$ cat src/rtl/pipe_hazard_ctrl_pkg.sv
// pipe_hazard_ctrl_pkg: shared tracking-entry type and stage/forwarding constants
package pipe_hazard_ctrl_pkg;
  localparam int REG_AW_MAX = 8;
  localparam int EX = 0;
  localparam int MEM = 1;
  localparam int WB = 2;
  localparam logic [2:0] FWD_REGFILE = 3'd0;
  // rd is sized for the widest supported register file and zero-extended on entry
  typedef struct packed {
    logic valid;
    logic [REG_AW_MAX-1:0] rd;
    logic we;
    logic is_load;
  } entry_t;
endpackage

$ cat src/rtl/pipe_hazard_ctrl_if.sv
// pipe_hazard_ctrl_if: decode-side request and hazard/forwarding response bundle
interface pipe_hazard_ctrl_if #(
  parameter int REG_AW = 5,
  parameter int DEPTH = 3,
  parameter int CNT_W = 16
);
  logic id_valid;
  logic [REG_AW-1:0] id_rs1, id_rs2, id_rd;
  logic id_rs1_used, id_rs2_used, id_rd_we, id_is_load, ex_redirect;
  logic stall_if, stall_id, flush_id, flush_ex;
  logic [2:0] ex_fwd_rs1_sel, ex_fwd_rs2_sel;
  logic [DEPTH-1:0] stage_valid;
  logic [CNT_W-1:0] stall_cnt, flush_cnt;
  modport master (
    output id_valid, id_rs1, id_rs2, id_rd, id_rs1_used, id_rs2_used, id_rd_we, id_is_load, ex_redirect,
    input stall_if, stall_id, flush_id, flush_ex, ex_fwd_rs1_sel, ex_fwd_rs2_sel, stage_valid, stall_cnt, flush_cnt
  );
  modport slave (
    input id_valid, id_rs1, id_rs2, id_rd, id_rs1_used, id_rs2_used, id_rd_we, id_is_load, ex_redirect,
    output stall_if, stall_id, flush_id, flush_ex, ex_fwd_rs1_sel, ex_fwd_rs2_sel, stage_valid, stall_cnt, flush_cnt
  );
endinterface

$ cat src/rtl/pipe_hazard_ctrl_hazard_match.sv
// hazard_match: per-source match vector and youngest-match forwarding select
module hazard_match
  import pipe_hazard_ctrl_pkg::*;
#(
  parameter int REG_AW = 5,
  parameter int DEPTH = 3
) (
  input  entry_t [DEPTH-1:0] tbl_i,
  input  logic [REG_AW-1:0]  src_i,
  input  logic               used_i,
  output logic [DEPTH-1:0]   hit_o,
  output logic [2:0]         sel_o
);
  // Scan oldest to youngest so the youngest hit is the last one written
  always_comb begin
    hit_o = '0;
    sel_o = FWD_REGFILE;
    for (int k = DEPTH - 1; k >= 0; k--) begin
      hit_o[k] = used_i && tbl_i[k].valid && tbl_i[k].we && (tbl_i[k].rd != '0) && (tbl_i[k].rd == REG_AW_MAX'(src_i));
      if (hit_o[k] && k <= DEPTH - 2) sel_o = 3'(k + 1);
    end
  end
endmodule

$ cat src/rtl/pipe_hazard_ctrl.sv
// pipe_hazard_ctrl: load-use stall, redirect flush and registered forwarding selects
module pipe_hazard_ctrl
  import pipe_hazard_ctrl_pkg::*;
#(
  parameter int REG_AW = 5,
  parameter int DEPTH = 3,
  parameter int LOAD_READY = 2,
  parameter int CNT_W = 16
) (
  input logic clk,
  input logic rst_n,
  pipe_hazard_ctrl_if.slave bus
);
  entry_t [DEPTH-1:0] tbl_q;
  entry_t entry_d;
  logic [DEPTH-1:0] hit1, hit2, load_mask, valid_vec;
  logic [2:0] sel1, sel2, sel1_d, sel2_d, sel1_q, sel2_q;
  logic [CNT_W-1:0] stall_cnt_d, stall_cnt_q, flush_cnt_d, flush_cnt_q;
  logic load_use, issue, stall_ev;
  hazard_match #(.REG_AW(REG_AW), .DEPTH(DEPTH)) u_rs1 (
    .tbl_i(tbl_q), .src_i(bus.id_rs1), .used_i(bus.id_rs1_used), .hit_o(hit1), .sel_o(sel1)
  );
  hazard_match #(.REG_AW(REG_AW), .DEPTH(DEPTH)) u_rs2 (
    .tbl_i(tbl_q), .src_i(bus.id_rs2), .used_i(bus.id_rs2_used), .hit_o(hit2), .sel_o(sel2)
  );
  // Loads younger than LOAD_READY cannot forward yet
  always_comb begin
    load_mask = '0;
    valid_vec = '0;
    for (int k = 0; k < DEPTH; k++) begin
      load_mask[k] = (k < LOAD_READY - 1) && tbl_q[k].is_load;
      valid_vec[k] = tbl_q[k].valid;
    end
  end
  assign load_use = bus.id_valid & |((hit1 | hit2) & load_mask);
  assign stall_ev = load_use & ~bus.ex_redirect;
  assign issue = bus.id_valid & ~load_use & ~bus.ex_redirect;
  assign entry_d = issue ? entry_t'{valid: 1'b1, rd: REG_AW_MAX'(bus.id_rd), we: bus.id_rd_we, is_load: bus.id_is_load} : '0;
  assign sel1_d = issue ? sel1 : FWD_REGFILE;
  assign sel2_d = issue ? sel2 : FWD_REGFILE;
  assign stall_cnt_d = (stall_ev && stall_cnt_q != '1) ? stall_cnt_q + CNT_W'(1) : stall_cnt_q;
  assign flush_cnt_d = (bus.ex_redirect && flush_cnt_q != '1) ? flush_cnt_q + CNT_W'(1) : flush_cnt_q;
  always_ff @(posedge clk or negedge rst_n) begin
    if (!rst_n) begin
      tbl_q <= '0;
      sel1_q <= FWD_REGFILE;
      sel2_q <= FWD_REGFILE;
      stall_cnt_q <= '0;
      flush_cnt_q <= '0;
    end else begin
      tbl_q <= {tbl_q[DEPTH-2:0], entry_d};
      sel1_q <= sel1_d;
      sel2_q <= sel2_d;
      stall_cnt_q <= stall_cnt_d;
      flush_cnt_q <= flush_cnt_d;
    end
  end
  // Combinational controls are forced low while reset is held
  assign bus.stall_if = rst_n & stall_ev;
  assign bus.stall_id = rst_n & stall_ev;
  assign bus.flush_id = rst_n & bus.ex_redirect;
  assign bus.flush_ex = rst_n & (bus.ex_redirect | load_use);
  assign bus.ex_fwd_rs1_sel = sel1_q;
  assign bus.ex_fwd_rs2_sel = sel2_q;
  assign bus.stage_valid = valid_vec;
  assign bus.stall_cnt = stall_cnt_q;
  assign bus.flush_cnt = flush_cnt_q;
endmodule

$ cat src/flat_wrapper.sv
// flat-port wrapper written by rule: the top's interface ports become plain ports
module pipe_hazard_ctrl_flat import pipe_hazard_ctrl_pkg::*;
#(
  parameter int REG_AW = 5,
  parameter int DEPTH = 3,
  parameter int LOAD_READY = 2,
  parameter int CNT_W = 16
)
  (clk, rst_n, bus_id_valid, bus_id_rs1, bus_id_rs2, bus_id_rd, bus_id_rs1_used, bus_id_rs2_used, bus_id_rd_we, bus_id_is_load, bus_ex_redirect, bus_stall_if, bus_stall_id, bus_flush_id, bus_flush_ex, bus_ex_fwd_rs1_sel, bus_ex_fwd_rs2_sel, bus_stage_valid, bus_stall_cnt, bus_flush_cnt);
  pipe_hazard_ctrl_if #(.REG_AW(REG_AW), .DEPTH(DEPTH), .CNT_W(CNT_W)) bus_i ();
  input logic clk;
  input logic rst_n;
  input wire logic [$bits(bus_i.id_valid)-1:0] bus_id_valid;
  input wire logic [$bits(bus_i.id_rs1)-1:0] bus_id_rs1;
  input wire logic [$bits(bus_i.id_rs2)-1:0] bus_id_rs2;
  input wire logic [$bits(bus_i.id_rd)-1:0] bus_id_rd;
  input wire logic [$bits(bus_i.id_rs1_used)-1:0] bus_id_rs1_used;
  input wire logic [$bits(bus_i.id_rs2_used)-1:0] bus_id_rs2_used;
  input wire logic [$bits(bus_i.id_rd_we)-1:0] bus_id_rd_we;
  input wire logic [$bits(bus_i.id_is_load)-1:0] bus_id_is_load;
  input wire logic [$bits(bus_i.ex_redirect)-1:0] bus_ex_redirect;
  output wire logic [$bits(bus_i.stall_if)-1:0] bus_stall_if;
  output wire logic [$bits(bus_i.stall_id)-1:0] bus_stall_id;
  output wire logic [$bits(bus_i.flush_id)-1:0] bus_flush_id;
  output wire logic [$bits(bus_i.flush_ex)-1:0] bus_flush_ex;
  output wire logic [$bits(bus_i.ex_fwd_rs1_sel)-1:0] bus_ex_fwd_rs1_sel;
  output wire logic [$bits(bus_i.ex_fwd_rs2_sel)-1:0] bus_ex_fwd_rs2_sel;
  output wire logic [$bits(bus_i.stage_valid)-1:0] bus_stage_valid;
  output wire logic [$bits(bus_i.stall_cnt)-1:0] bus_stall_cnt;
  output wire logic [$bits(bus_i.flush_cnt)-1:0] bus_flush_cnt;
  assign bus_i.id_valid = bus_id_valid;
  assign bus_i.id_rs1 = bus_id_rs1;
  assign bus_i.id_rs2 = bus_id_rs2;
  assign bus_i.id_rd = bus_id_rd;
  assign bus_i.id_rs1_used = bus_id_rs1_used;
  assign bus_i.id_rs2_used = bus_id_rs2_used;
  assign bus_i.id_rd_we = bus_id_rd_we;
  assign bus_i.id_is_load = bus_id_is_load;
  assign bus_i.ex_redirect = bus_ex_redirect;
  assign bus_stall_if = bus_i.stall_if;
  assign bus_stall_id = bus_i.stall_id;
  assign bus_flush_id = bus_i.flush_id;
  assign bus_flush_ex = bus_i.flush_ex;
  assign bus_ex_fwd_rs1_sel = bus_i.ex_fwd_rs1_sel;
  assign bus_ex_fwd_rs2_sel = bus_i.ex_fwd_rs2_sel;
  assign bus_stage_valid = bus_i.stage_valid;
  assign bus_stall_cnt = bus_i.stall_cnt;
  assign bus_flush_cnt = bus_i.flush_cnt;
  pipe_hazard_ctrl #(.REG_AW(REG_AW), .DEPTH(DEPTH), .LOAD_READY(LOAD_READY), .CNT_W(CNT_W)) u_core (.clk(clk), .rst_n(rst_n), .bus(bus_i));
endmodule
$ cat config.mk
export PLATFORM = sky130hd
export DESIGN_NAME = pipe_hazard_ctrl_flat
export DESIGN_NICKNAME = d
export VERILOG_FILES = /design/src/rtl/pipe_hazard_ctrl_pkg.sv /design/src/rtl/pipe_hazard_ctrl_if.sv /design/src/rtl/pipe_hazard_ctrl_hazard_match.sv /design/src/rtl/pipe_hazard_ctrl.sv /design/src/flat_wrapper.sv
export SDC_FILE = /design/constraint.sdc
export NUM_CORES = 1
export LEC_CHECK = 0
export CAP_MARGIN = 25
export CORE_ASPECT_RATIO = 0.75
export CORE_MARGIN = 3
export CORE_UTILIZATION = 43
export DETAILED_ROUTE_END_ITERATION = 6
export PLACE_DENSITY = 0.8
export RECOVER_POWER = 25
export SYNTH_ARGS = -nofsm -noshare
export SYNTH_HDL_FRONTEND = slang
export SYNTH_SLANG_ARGS = --single-unit
$ cat constraint.sdc
create_clock -name clk -period 2.5 [get_ports clk]
set_clock_uncertainty 0.1 [all_clocks]
set_input_delay 0.625 -clock clk [delete_from_list [all_inputs] [get_ports clk]]
set_output_delay 0.625 -clock clk [all_outputs]
set_load 0.02 [all_outputs]
==> results of run 1 <==
==> metal layers <==
| metal | track usage, % | vias to the layer above | wire length [um] |
|---|---|---|---|
| met5 | 0 | - | 0 |
| met4 | 3.90 | 0 | 9 |
| li1 | - | 936 | - |
| met3 | 4.46 | 2 | 337 |
| met1 | 25.9 | 937 | 2720 |
| met2 | 26.9 | 70 | 2670 |
==> power groups by stage <==
stage,sequential [mW],combinational [mW],clock (mW)
after floorplan,1.06,0.128,0
after detailed placement,1.01,0.408,0
after global routing,1.01,0.450,0.648
after global placement,1.01,0.399,0
after CTS,0.998,0.411,0.611
final,1.00,0.417,0.601
==> cells in the mapped netlist, drive strengths merged <==
cell     number  area [sq um]
dfrtp        52          1300
xnor2        26           228
xor2         22           193
nand3        21           105
nand4        12          75.1
and2         10          62.6
and3          9          56.3
nand2         8          32.5
buf           7          52.6
nor4          6          37.5
nor2          5          18.8
nor3          5          25.0
a21oi         4          27.5
and4          3          26.3
mux2          3          37.5
a2111oi       2          17.5
ha            2          25.0
inv           2          7.51
nor2b         2          12.5
a211oi        1          7.51
a31oi         1          6.26
and2b         1          10.0
clkbuf        1          3.75
conb          1          3.75
nand2b        1          6.26
nand3b        1          7.51
nor4bb        1          10.0
o2111ai       1          8.76
o311a         1          10.0
or2           1          6.26
or3           1          6.26
or4           1          7.51
==> worst max path at each step <==
| stage | start | to | slack, ns | cells after the start |
|---|---|---|---|---|
| 6_report | bus_id_rs2[3] | bus_flush_ex | -0.39 | 9 |
| 5_1_grt | u_core.tbl_q[2]$_DFF_PN0_ | bus_flush_ex | -0.47 | 10 |
| 4_1_cts | u_core.tbl_q[2]$_DFF_PN0_ | bus_flush_ex | -0.39 | 8 |
| 3_5_place_dp | bus_id_rs2[4] | bus_flush_ex | -1.06 | 8 |
| 3_3_place_gp | bus_id_rs1[2] | bus_stall_if | -1.00 | 7 |
| 2_1_floorplan | bus_id_rs1[2] | bus_stall_if | -0.17 | 7 |
==> critical path, stage by stage <==
cell and delay, ns:
dlygate4sd2_1 0.26, xor2_1 0.15, nor4_2 0.31, nand4_1 0.20, buf_4 0.19, nand2_4 0.07, a31oi_4 0.08, nor2b_2 0.14
buf_6 0.13
==> kinds of logic after synthesis <==
| family | count (synthesis) | synth area share (%) |
|---|---|---|
| xor+xnor | 48 | 17.3 |
| mux | 3 | 1.54 |
| buf+inv | 10 | 2.62 |
| flops | 52 | 53.4 |
| compound gates | 10 | 3.19 |
| other cells | 1 | 0.154 |
| fa+ha+maj | 2 | 1.03 |
| simple gates | 88 | 20.8 |
==> layout make-up <==
type | instances | share of cell area, %
clock inverter | 2 | 1.08
timing repair buffer | 97 | 24.4
clock buffer | 6 | 2.30
tap | 75 | 2.62
multi-input combinational | 153 | 33.0
sequential | 52 | 36.4
inverter | 2 | 0.209
==> state kept, by name, summed over array words and instances (netlist names) <==
signal and count:
u_core.tbl_q 12, u_core.load_mask 1, u_core.bus.ex_fwd_rs2_sel 2, u_core.bus.stall_cnt 16, u_core.bus.flush_cnt 16, u_core.bus.ex_fwd_rs1_sel 2, u_core.bus.stage_valid 3
==> metrics by stage <==
stage / TNS [ns] / std cells
floorplan: -0.216 / 215
global placement: -6.63 / 371
detailed placement: -8.02 / 371
CTS: -1.09 / 386
global route: -1.33 / 387
finish: -1.12 / 387
==> timing repair <==
action / in CTS / in global routing
endpoints found under the setup margin: 6 / 12
buffers inserted: 7 / 1
pin swaps: 10 / 9
hold buffers: 0 / 0
endpoints found under the hold margin: 0 / 0
resized for setup: 37 / 18
==> results.sh, run 1 <==
export IMPL_core_region_area_sq_mm=0.00541
export IMPL_fmax_mhz=346
export IMPL_fillerInstances=440
export IMPL_grt_start_max_net_pins=31
export IMPL_drv_cap=0
export IMPL_seqCellArea_sq_mm=0.00130
export IMPL_whs_ns=0.130
export IMPL_vias_per_cell=5.03
export IMPL_ios=68
export IMPL_peakVddDrop_uv=506
export IMPL_wire_per_inst_um=14.8
export IMPL_ys_seq_elements=52
export IMPL_grt_first_pass_wirelength_um=9280
export IMPL_drtAntennaViolNets=0
export IMPL_cts_sinks=52
export IMPL_total_power_mw=2.02
export IMPL_final_hold_viol_count=0
export IMPL_power_frac_seq_pct=49.6
export IMPL_die_x_um=92.9
export IMPL_worstPathRequired_ns=1.77
export IMPL_die_area_sq_mm=0.00661
export IMPL_dp_hpwl_um=4250
export IMPL_combPwrFrac_pct=20.7
export IMPL_regToRegStartpoint="u_core.tbl_q[2]$_DFF_PN0_"
export IMPL_first_global_vias=1920
export IMPL_clkTransAtPathRegs_ns=0.09
export IMPL_status="finished, violations left"
export IMPL_slew_headroom_pct=63.8
export IMPL_setup_viol=3
export IMPL_tightest_slew_ns=0.539
export IMPL_worstPathMaxFanout=2
export IMPL_numPortBuffers=65
export IMPL_final_net_count=336
export IMPL_clock_latency_ns=0.30
export IMPL_dieHeight_um=71.2
export IMPL_reg2regPathDepth=9
export IMPL_synth_area_sq_mm=0.00243
export IMPL_cts_tree="built"
export IMPL_multiInputGateArea_sq_mm=0.00118
export IMPL_grt_total_usage_pct=17.8
export IMPL_dr_first_iter_drc_count=89
export IMPL_p_sw_mw=0.564
export IMPL_area_growth_pct=47.3
export IMPL_grt_overflow_total=0
export IMPL_pwr_share_clk_pct=29.8
export IMPL_min_path_type="in -> async"
export IMPL_initial_core_util_pct=45.0
export IMPL_dr_total_vias=1945
export IMPL_critical_path_class="in -> out"
export IMPL_final_common_cell="clkdlybuf4s50_1"
export IMPL_end_kind="output port"
export IMPL_rrSetupSlack_ns=0.10
export IMPL_gp_congestion=0.833
export IMPL_ys_seq_area_share_pct=53.4
export IMPL_leakage_nw=1.58
export IMPL_netlist_instances=214
export IMPL_antenna_cells=0
export IMPL_dp_worst_setup_slack_ns=-1.06
export IMPL_timing_final_ws_setup_ns=-0.388
export IMPL_p_int_mw=1.45
export IMPL_drc_errors=0
export IMPL_fp_row_count=23
export IMPL_final_cell_area_sq_mm=0.00359
export IMPL_swShare_pct=28.0
export IMPL_rsz0062_at_grt="true"
export IMPL_cp_arrival_ns=2.16
export IMPL_r2r_end="u_core.tbl_q[6]$_DFF_PN0_"
export IMPL_violations="negative setup slack"
export IMPL_cts_max_level=2
export IMPL_cts_root_buf="clkbuf_8"
export IMPL_syn_area_per_cell_sq_um=11.4
export IMPL_antenna_found_initial=0
export IMPL_yosysUniqueCellTypes=35
export IMPL_yosys_warnings=0
export IMPL_start_kind="primary input"
export IMPL_dpl_instance_area_sq_mm=0.00331
export IMPL_powerDensity_mw_per_mm2=563
export IMPL_drive_gt1_share_pct=22.1
export IMPL_clk_path_buf_depth=2
export IMPL_timing_final_max_slew_violations=0
export IMPL_cts_buffers=5
export IMPL_layout_min_cycle_time_ns=2.89
export IMPL_final_cell_mix="clkdlybuf4s50_1 (52), dfrtp_1 (50), buf_4 (31), xnor2_1 (25), nand3_1 (21)"
export IMPL_final_period_utilization_pct=116
export IMPL_drt_first_pass_iters=4
export IMPL_fin_util_pct=66.3
export IMPL_wirelength_um=5730
Note: power is estimated with default switching activity, not from simulation.
==> inputs of run 2 (changes only) <==
Settings changed: CORE_UTILIZATION 43 to 35, PLACE_DENSITY 0.8 to 0.68.
==> results.sh, run 2 (synthesis gave the netlist of run 1 again) <==
export IMPL_violations="negative setup slack"
export IMPL_numPortBuffers=65
export IMPL_final_hold_viol_count=0
export IMPL_dieHeight_um=78.2
export IMPL_setup_viol=3
export IMPL_dp_worst_setup_slack_ns=-1.12
export IMPL_wire_per_inst_um=14.6
export IMPL_fillerInstances=598
export IMPL_start_kind="register"
export IMPL_startpoint="u_core.tbl_q[2]$_DFF_PN0_"
export IMPL_gp_congestion=0.840
export IMPL_grt_use_met3_pct=4.26
export IMPL_end_kind="output port"
export IMPL_core_region_area_sq_mm=0.00651
export IMPL_vias_per_cell=4.98
export IMPL_gr_usage_met1_pct=21.7
export IMPL_drtAntennaViolNets=0
export IMPL_drv_cap=0
export IMPL_worstPathMaxFanout=4
export IMPL_whs_ns=0.228
export IMPL_drc_errors=0
export IMPL_dr_first_iter_drc_count=52
export IMPL_final_net_count=328
export IMPL_multiInputGateArea_sq_mm=0.00111
export IMPL_cts_sinks=52
export IMPL_tightest_slew_ns=0.548
export IMPL_clock_latency_ns=0.31
export IMPL_slew_headroom_pct=63.2
export IMPL_die_x_um=102
export IMPL_dp_hpwl_um=4360
export IMPL_drive_gt1_share_pct=17.1
export IMPL_initial_core_util_pct=37.4
export IMPL_leakage_nw=1.53
export IMPL_die_area_sq_mm=0.00800
export IMPL_grt_first_pass_wirelength_um=9460
export IMPL_timing_final_ws_setup_ns=-0.308
export IMPL_clkTransAtPathRegs_ns=0.10
export IMPL_status="finished, violations left"
export IMPL_timing_final_max_slew_violations=0
export IMPL_layout_min_cycle_time_ns=2.81
export IMPL_cts_buffers=5
export IMPL_cts_tree="built"
export IMPL_cts_max_level=2
export IMPL_peakVddDrop_uv=513
export IMPL_powerDensity_mw_per_mm2=555
export IMPL_grt_overflow_total=0
export IMPL_final_period_utilization_pct=112
export IMPL_drt_first_pass_iters=4
export IMPL_ios=68
export IMPL_min_path_type="in -> async"
export IMPL_seqCellArea_sq_mm=0.00130
export IMPL_rsz0062_at_grt="true"
export IMPL_cp_arrival_ns=2.08
export IMPL_wirelength_um=5600
export IMPL_antenna_cells=0
export IMPL_area_growth_pct=41.1
export IMPL_dr_total_vias=1916
export IMPL_cts_root_buf="clkbuf_8"
export IMPL_total_power_mw=1.91
export IMPL_fp_row_count=25
export IMPL_antenna_found_initial=0
export IMPL_grt_total_usage_pct=14.9
export IMPL_final_cell_mix="clkdlybuf4s50_1 (52), dfrtp_1 (52), xnor2_1 (26), buf_4 (22)"
export IMPL_grt_start_max_net_pins=30
export IMPL_worstPathRequired_ns=1.77
export IMPL_fmax_mhz=356
export IMPL_clk_path_buf_depth=2
export IMPL_grt_busiest_layer="met1"
export IMPL_first_global_vias=1990
export IMPL_regToRegStartpoint="u_core.tbl_q[2]$_DFF_PN0_"
export IMPL_use_met2_pct=21.7
export IMPL_critical_path_class="reg -> out"
==> run 2: cell count changes in the layout (fill, tap and decap cells not counted), moves of 2 or more <==
cell / change
dlygate4sd2_1: +2
dfrtp_1: +2
dfrtp_2: -2
xor2_1: +4
xor2_2: -4
buf_4: -9
==> run 2: cell type report <==
cell class | count | area share [%]
timing repair buffer | 89 | 23.8
sequential | 52 | 37.9
clock inverter | 2 | 0.401
inverter | 2 | 0.219
clock buffer | 6 | 2.40
tap | 81 | 2.95
multi-input combinational | 153 | 32.3
==> run 2: routing by layer <==
layer	vias up	wire length, um
li1	926	-
met1	919	2770
met2	62	2370
met3	9	408
met4	0	51
met5	-	0
==> run 2: worst paths after layout <==
kind | end | cells after the start | slack [ns]
worst max-delay path | bus_flush_ex | 7 | -0.31
worst min-delay path | u_core.load_mask[0]$_DFF_PN0_ | 2 | 0.23
worst max register to register | u_core.load_mask[0]$_DFF_PN0_ | 8 | 0.19
worst min register to register | u_core.tbl_q[12]$_DFF_PN0_ | 0 | 0.31
max in group asynchronous | u_core.tbl_q[16]$_DFF_PN0_ | 2 | 1.66
min in group clk | u_core.tbl_q[12]$_DFF_PN0_ | 0 | 0.31
==> run 2: power breakdown <==
| part | switching (mW) | internal [mW] | leakage (nW) |
|---|---|---|---|
| combinational | 0.193 | 0.215 | 0.780 |
| clock | 0.277 | 0.227 | 0.0516 |
| sequential | 0.0893 | 0.905 | 0.700 |
==> run 2: per-stage QoR <==
step	utilization [%]	setup TNS, ns	cells	cell area (sq um)
floorplan	-	-0.216	215	2450
global placement	50.5	-7.20	373	3280
detailed placement	50.5	-9.91	373	3280
CTS	52.8	-0.872	387	3440
global route	52.8	-1.14	385	3430
finish	52.8	-0.837	385	3430
==> run 2: worst max-delay path, stage by stage (launching register included) <==
cell and delay [ns]:
dfrtp_1 0.40, or3_1 0.39, o311a_4 0.34, nand4_1 0.18
nand2_2 0.08, a31oi_1 0.20, nor2b_2 0.06, buf_6 0.13
==> run 2: repair_timing <==
item | in CTS | in global routing
setup buffers | 10 | 0
pin swaps | 7 | 8
setup endpoints to repair | 8 | 5
hold buffers | 0 | 0
resized for setup | 33 | 6
